===== src/rtl/dac_mix_sched.sv =====
// Four-channel sample mixer feeding a sigma-delta DAC.
// Each frame it sums the attenuated hold registers, saturates the sum and presents it in excess code.

module dac_mix_sched_lane (
    input  logic        clk,
    input  logic        rst_n,
    input  logic        valid,
    input  logic [15:0] data,
    input  logic [2:0]  vol,
    output logic [18:0] term
);
    logic signed [15:0] hold_q, hold_d;
    logic signed [15:0] shifted;

    always_comb begin
        hold_d = hold_q;
        if (valid) hold_d = data;
    end

    always_ff @(posedge clk or negedge rst_n) begin
        if (!rst_n) hold_q <= '0;
        else        hold_q <= hold_d;
    end

    // vol k shifts by 7-k; vol 0 mutes the lane entirely
    always_comb begin
        shifted = hold_q >>> (3'd7 - vol);
        term    = (vol == 3'd0) ? 19'd0 : {{3{shifted[15]}}, shifted};
    end
endmodule

module dac_mix_sched #(
    parameter int MSBI = 16,
    parameter int DIV  = 64
) (
    input  logic            CLK,
    input  logic            RESET_N,
    input  logic            ENABLE,
    input  logic [15:0]     CH0_DATA,
    input  logic [15:0]     CH1_DATA,
    input  logic [15:0]     CH2_DATA,
    input  logic [15:0]     CH3_DATA,
    input  logic            CH0_VALID,
    input  logic            CH1_VALID,
    input  logic            CH2_VALID,
    input  logic            CH3_VALID,
    input  logic [2:0]      VOL0,
    input  logic [2:0]      VOL1,
    input  logic [2:0]      VOL2,
    input  logic [2:0]      VOL3,
    output logic [MSBI:0]   DACIN,
    output logic            DAC_STB,
    output logic            CLIP,
    output logic            BUSY
);
    localparam int NUM_LANES = 4;
    localparam int CW        = 26;
    localparam logic [15:0]          CNT_LAST = 16'(DIV - 1);
    localparam logic [MSBI:0]        MID      = {1'b1, {MSBI{1'b0}}};
    localparam logic [MSBI:0]        WORD_MAX = {1'b0, {MSBI{1'b1}}};
    localparam logic [MSBI:0]        WORD_MIN = {1'b1, {MSBI{1'b0}}};
    localparam logic signed [CW-1:0] SAT_MAX  = $signed({{(CW-MSBI){1'b0}}, {MSBI{1'b1}}});
    localparam logic signed [CW-1:0] SAT_MIN  = ~SAT_MAX;

    typedef enum logic [2:0] {
        S_IDLE, S_ACC0, S_ACC1, S_ACC2, S_ACC3, S_SAT, S_OUT
    } state_t;

    logic [NUM_LANES-1:0][15:0] ch_data;
    logic [NUM_LANES-1:0]       ch_valid;
    logic [NUM_LANES-1:0][2:0]  ch_vol;
    logic [NUM_LANES-1:0][18:0] lane_term;

    assign ch_data  = {CH3_DATA, CH2_DATA, CH1_DATA, CH0_DATA};
    assign ch_valid = {CH3_VALID, CH2_VALID, CH1_VALID, CH0_VALID};
    assign ch_vol   = {VOL3, VOL2, VOL1, VOL0};

    for (genvar i = 0; i < NUM_LANES; i++) begin : g_lane
        dac_mix_sched_lane u_lane (
            .clk   (CLK),
            .rst_n (RESET_N),
            .valid (ch_valid[i]),
            .data  (ch_data[i]),
            .vol   (ch_vol[i]),
            .term  (lane_term[i])
        );
    end

    state_t         state_q, state_d;
    logic [15:0]    cnt_q, cnt_d;
    logic           en_q, en_d;
    logic [18:0]    acc_q, acc_d;
    logic [MSBI:0]  dac_q, dac_d;
    logic           clip_q, clip_d;
    logic           tick;
    logic signed [CW-1:0] acc_ext;
    logic [MSBI:0]  sat_word;
    logic           sat_hi, sat_lo;

    // en_q delays the first count by one edge so a fresh enable or reset
    // release sees its first tick a full DIV clocks later
    always_comb begin
        tick  = ENABLE && en_q && (cnt_q == CNT_LAST);
        en_d  = ENABLE;
        cnt_d = cnt_q;
        if (!ENABLE)    cnt_d = '0;
        else if (en_q)  cnt_d = (cnt_q == CNT_LAST) ? 16'd0 : cnt_q + 16'd1;
    end

    always_comb begin
        acc_ext  = {{(CW-19){acc_q[18]}}, acc_q};
        sat_hi   = acc_ext > SAT_MAX;
        sat_lo   = acc_ext < SAT_MIN;
        sat_word = acc_ext[MSBI:0];
        if (sat_hi) sat_word = WORD_MAX;
        if (sat_lo) sat_word = WORD_MIN;
    end

    always_comb begin
        state_d = state_q;
        acc_d   = acc_q;
        dac_d   = dac_q;
        clip_d  = clip_q;
        case (state_q)
            S_IDLE: if (tick) begin
                state_d = S_ACC0;
                acc_d   = '0;
            end
            S_ACC0: begin acc_d = acc_q + lane_term[0]; state_d = S_ACC1; end
            S_ACC1: begin acc_d = acc_q + lane_term[1]; state_d = S_ACC2; end
            S_ACC2: begin acc_d = acc_q + lane_term[2]; state_d = S_ACC3; end
            S_ACC3: begin acc_d = acc_q + lane_term[3]; state_d = S_SAT;  end
            // loading here makes DACIN change exactly in the OUT cycle, alongside DAC_STB
            S_SAT: begin
                dac_d   = {~sat_word[MSBI], sat_word[MSBI-1:0]};
                if (sat_hi || sat_lo) clip_d = 1'b1;
                state_d = S_OUT;
            end
            S_OUT:   state_d = S_IDLE;
            default: state_d = S_IDLE;
        endcase
        if (!ENABLE) begin
            state_d = S_IDLE;
            clip_d  = 1'b0;
            dac_d   = MID;
        end
    end

    always_ff @(posedge CLK or negedge RESET_N) begin
        if (!RESET_N) begin
            state_q <= S_IDLE;
            cnt_q   <= '0;
            en_q    <= 1'b0;
            acc_q   <= '0;
            dac_q   <= MID;
            clip_q  <= 1'b0;
        end else begin
            state_q <= state_d;
            cnt_q   <= cnt_d;
            en_q    <= en_d;
            acc_q   <= acc_d;
            dac_q   <= dac_d;
            clip_q  <= clip_d;
        end
    end

    assign DACIN   = dac_q;
    assign DAC_STB = (state_q == S_OUT);
    assign CLIP    = clip_q;
    assign BUSY    = (state_q != S_IDLE);
endmodule

===== config.mk =====
export PLATFORM = sky130hd
export DESIGN_NAME = dac_mix_sched
export DESIGN_NICKNAME = d
export VERILOG_FILES = /design/src/rtl/dac_mix_sched.sv
export SDC_FILE = /design/constraint.sdc
export NUM_CORES = 1
export LEC_CHECK = 0
export BUFFER_PORTS_ARGS = -buffer_cell sky130_fd_sc_hd__buf_2
export CORE_ASPECT_RATIO = 0.6
export CORE_MARGIN = 5
export CORE_UTILIZATION = 45
export CTS_CLUSTER_DIAMETER = 120
export DETAILED_ROUTE_END_ITERATION = 8
export GPL_TIMING_DRIVEN = 0
export HOLD_SLACK_MARGIN = 0.08
export PLACE_DENSITY_LB_ADDON = 0.25
export SETUP_SLACK_MARGIN = 0.3
export SLEW_MARGIN = 20
export SYNTH_ARGS = -nofsm -noshare
export SYNTH_HDL_FRONTEND = slang
export SYNTH_SLANG_ARGS = --single-unit
export TNS_END_PERCENT = 20

===== constraint.sdc =====
create_clock -name CLK -period 3.3 [get_ports CLK]
set_input_delay 0.825 -clock CLK [delete_from_list [all_inputs] [get_ports CLK]]
set_output_delay 0.825 -clock CLK [all_outputs]
set_load 0.005 [all_outputs]

==> results.toml <==
[outcome]
status = "complete, but fails checks"
violations = "negative setup slack"

[power]
leakagePower_nw = 4.72
seqPwrFrac = 0.319
p_switching_mw = 2.08
internal_power_mw = 3.99
netSwitchingFraction = 0.343
pwr-share-comb = 0.369
clkPwrFrac = 0.312
p_per_area_mw_per_mm2 = 576
irDropWorstVdd_uv = 389

[clock_network]
clk_pin_slew_ps = 60
cts_buffers = 17
cts_tree = "built"
htree_levels = 4
hold_buffers = 0
cts_sinks = 121
cts-root-buf = "clkbuf_16"
clock_latency_ps = 420
cts_buffer_depth = 2

[floorplan]
initial_core_util = 0.463
die_height_um = 113
std_cell_rows = 37
die_area_mm2 = 0.0207
ioPinCount = 103
die_w_um = 182
core_mm2 = 0.0173

[detailed_routing]
firstDrtPassIters = 5
routed_wl_um = 21800
postRouteAntennaNets = 0
drc_errors = 0
routedWlPerCell_um = 17.9
routed.top_layer = "met4"
wirelength_met1_um = 11200
viasPerCell = 5.64
wl_met2_um = 8720
routed-via-count = 6868
drt_iter0_markers = 510
met3_length_um = 1600

[yosys]
ys_top_cells_by_area = "dfrtp_1 37%, mux2i_1 13%, mux2_2 9.3%, o21ai_0 4.1%, nand2_1 3.7%"
avgSynthCellArea_um2 = 9.75
synth_edf_count = 0
synth_top_area_cell = "dfrtp_1"
synth_cell_type_count = 64
synth_ff_type = "dfrtp_1"
synth_top_area_share = 0.375
syn_inst = 822
synth_seq_cells = 121
syn_area_mm2 = 0.00802
synth_async_sr_flop_share = 1.00
seq_area_frac_synth = 0.378
yosysWarnings = 0
syn-num-nets = 926

[finish]
final_util = 0.608
fill_cells = 1424
register_area_mm2 = 0.00303
nets = 1074
multi_input_area_mm2 = 0.00532
drive_gt1_frac = 0.369
final_common_cell = "dfrtp_1"
synthToLayoutAreaGrowth_pct = 31.4
n_antenna_cell = 0
fin_area_mm2 = 0.0105
final_cell_mix = "119 x dfrtp_1, 92 x buf_2, 79 x nand2_1"

[setup_path]
critPathKind = "in2reg"
max_stage_delay_ps = 400
r2r_start = "state_q[0]"
crit_path_start_kind = "input port"
worstSetupEndpointType = "register"
crit_path_max_fanout = 10
cpMaxStageDelayCell = "a211o_1"
crit_path_frequent_cell = "a21o_1"
worstPathArrival_ps = 4040
crit_required_ps = 3600
worstRegToRegCells = 15
r2r_slack_ps = -370
path_cells = "buf_2, clkbuf_4, buf_4, o21ai_0, o21ai_0, a211o_1, ha_4, a21o_1, a21o_1, a21o_1, a2111oi_4, nor3b_2, or3_1, a32o_1"
r2r_end = "acc_q[17]"

[hold_path]
worstHoldPathType = "in2async"

[placed_design]
io_buffer_count = 91
dp_slack_ps = -1020
hpwlAfterDp_um = 15800
post_dp_cell_area_mm2 = 0.00904
gp_congestion = 0.909

[grt]
antenna_found_initial = 0
grt_pass1_vias = 6503
grt_remaining_overflow = 0
grt_max_degree = 68
grt_pass1_wl_um = 34500
track_usage = 0.206

[sta]
post-route-period-util = 1.14
tightest_slew_ps = 548
min_period_ps = 3750
finClkSkew_ps = 10.5
whs_ps = 354
rsz0062_at_grt = "yes"
finalHoldViolations = 0
timing.fmax_mhz = 267
fin_ws_ps = -446
maxSlewHeadroom = 0.635
finalMaxSlewViolations = 0
setup_violations = 10

[flow_run]
maxCapViolations = 0
[metrics by stage]
step	setup TNS, ps	cells	power (mW)
detailed placement	-9590	1148	3.68
global route	-3060	1217	6.41
global placement	-28730	1147	3.65
finish	-2030	1217	6.07
floorplan	-2520	822	3.23
CTS	-1520	1192	5.79
[synthesized netlist by cell type (all sizes together), types with 9 or more instances]
library cell	count
a211oi	11
a21oi	47
and3	10
buf	19
clkbuf	32
dfrtp	120
ha	20
inv	16
mux2	66
mux2i	101
mux4	12
nand2	79
nand3	14
nor2	57
nor2b	13
o21ai	74
o22ai	16
o31ai	13
xnor2	9
[cells by family (layout without fill, tap and decap cells)]
| kind of cell | count (synthesis) | after routing | synth area share |
|---|---|---|---|
| AO/OA/AOI/OAI | 204 | 204 | 0.160 |
| buffers and inverters | 67 | 228 | 0.0345 |
| XOR/XNOR | 15 | 15 | 0.0164 |
| adder cells (fa/ha/maj) | 21 | 21 | 0.0337 |
| multiplexers | 179 | 179 | 0.252 |
| flip-flops | 121 | 121 | 0.378 |
| AND/OR/NAND/NOR | 215 | 215 | 0.125 |
[state kept, by name, indices dropped and copies added, names as in the netlist]
signal and flops:
g_lane.u_lane.hold_q 64, CLIP 1, cnt_q 16, state_q 3
en_q 1, acc_q 19, DACIN 17
[critical path, delay by kind of cell]
| kind | cells | cell delay, ps |
|---|---|---|
| AO/OA/AOI/OAI | 8 | 1990 |
| AND/OR/NAND/NOR | 2 | 440 |
| adder cells (fa/ha/maj) | 1 | 280 |
| buffers and inverters | 3 | 500 |
[power groups by stage]
stage / clock, mW / combinational (mW) / sequential (mW)
2_1_floorplan: 0 / 1.39 / 1.84
3_3_place_gp: 0 / 1.73 / 1.92
3_5_place_dp: 0 / 1.76 / 1.92
4_1_cts: 1.93 / 1.96 / 1.90
5_1_grt: 1.99 / 2.46 / 1.96
6_report: 1.89 / 2.24 / 1.93
[worst max-delay path by stage]
stage / slack [ps] / from / end / depth (start not counted)
3_5_place_dp: -1020 / VOL2[1] / acc_q[17] / 16
3_3_place_gp: -1020 / VOL2[1] / acc_q[17] / 16
5_1_grt: -550 / VOL3[1] / acc_q[17] / 16
2_1_floorplan: -460 / VOL3[1] / acc_q[17] / 13
6_report: -450 / VOL1[1] / acc_q[17] / 14
4_1_cts: -380 / VOL3[1] / acc_q[17] / 14
[layout make-up]
type	instances	area share
flip-flops and latches	121	0.288
plain buffers	51	0.0386
clock inverters	8	0.0118
inverters	16	0.00594
repair buffers	129	0.0790
well taps	234	0.0278
clock buffers	24	0.0438
multi-input cells	634	0.505
[what timing repair did]
item / in CTS / in global routing
hold endpoints to repair: 0 / 0
gates resized for setup: 65 / 82
cloned: 1 / 1
setup endpoints to repair: 16 / 16
pin swaps: 16 / 29
setup buffers: 11 / 24
[routing by layer]
layer,vias to the layer above,GRT usage
li1,3324,-
met1,3281,0.334
met2,238,0.275
met3,25,0.0516
met4,0,0.0390
met5,-,0
Note: power is estimated with default switching activity, not from simulation.
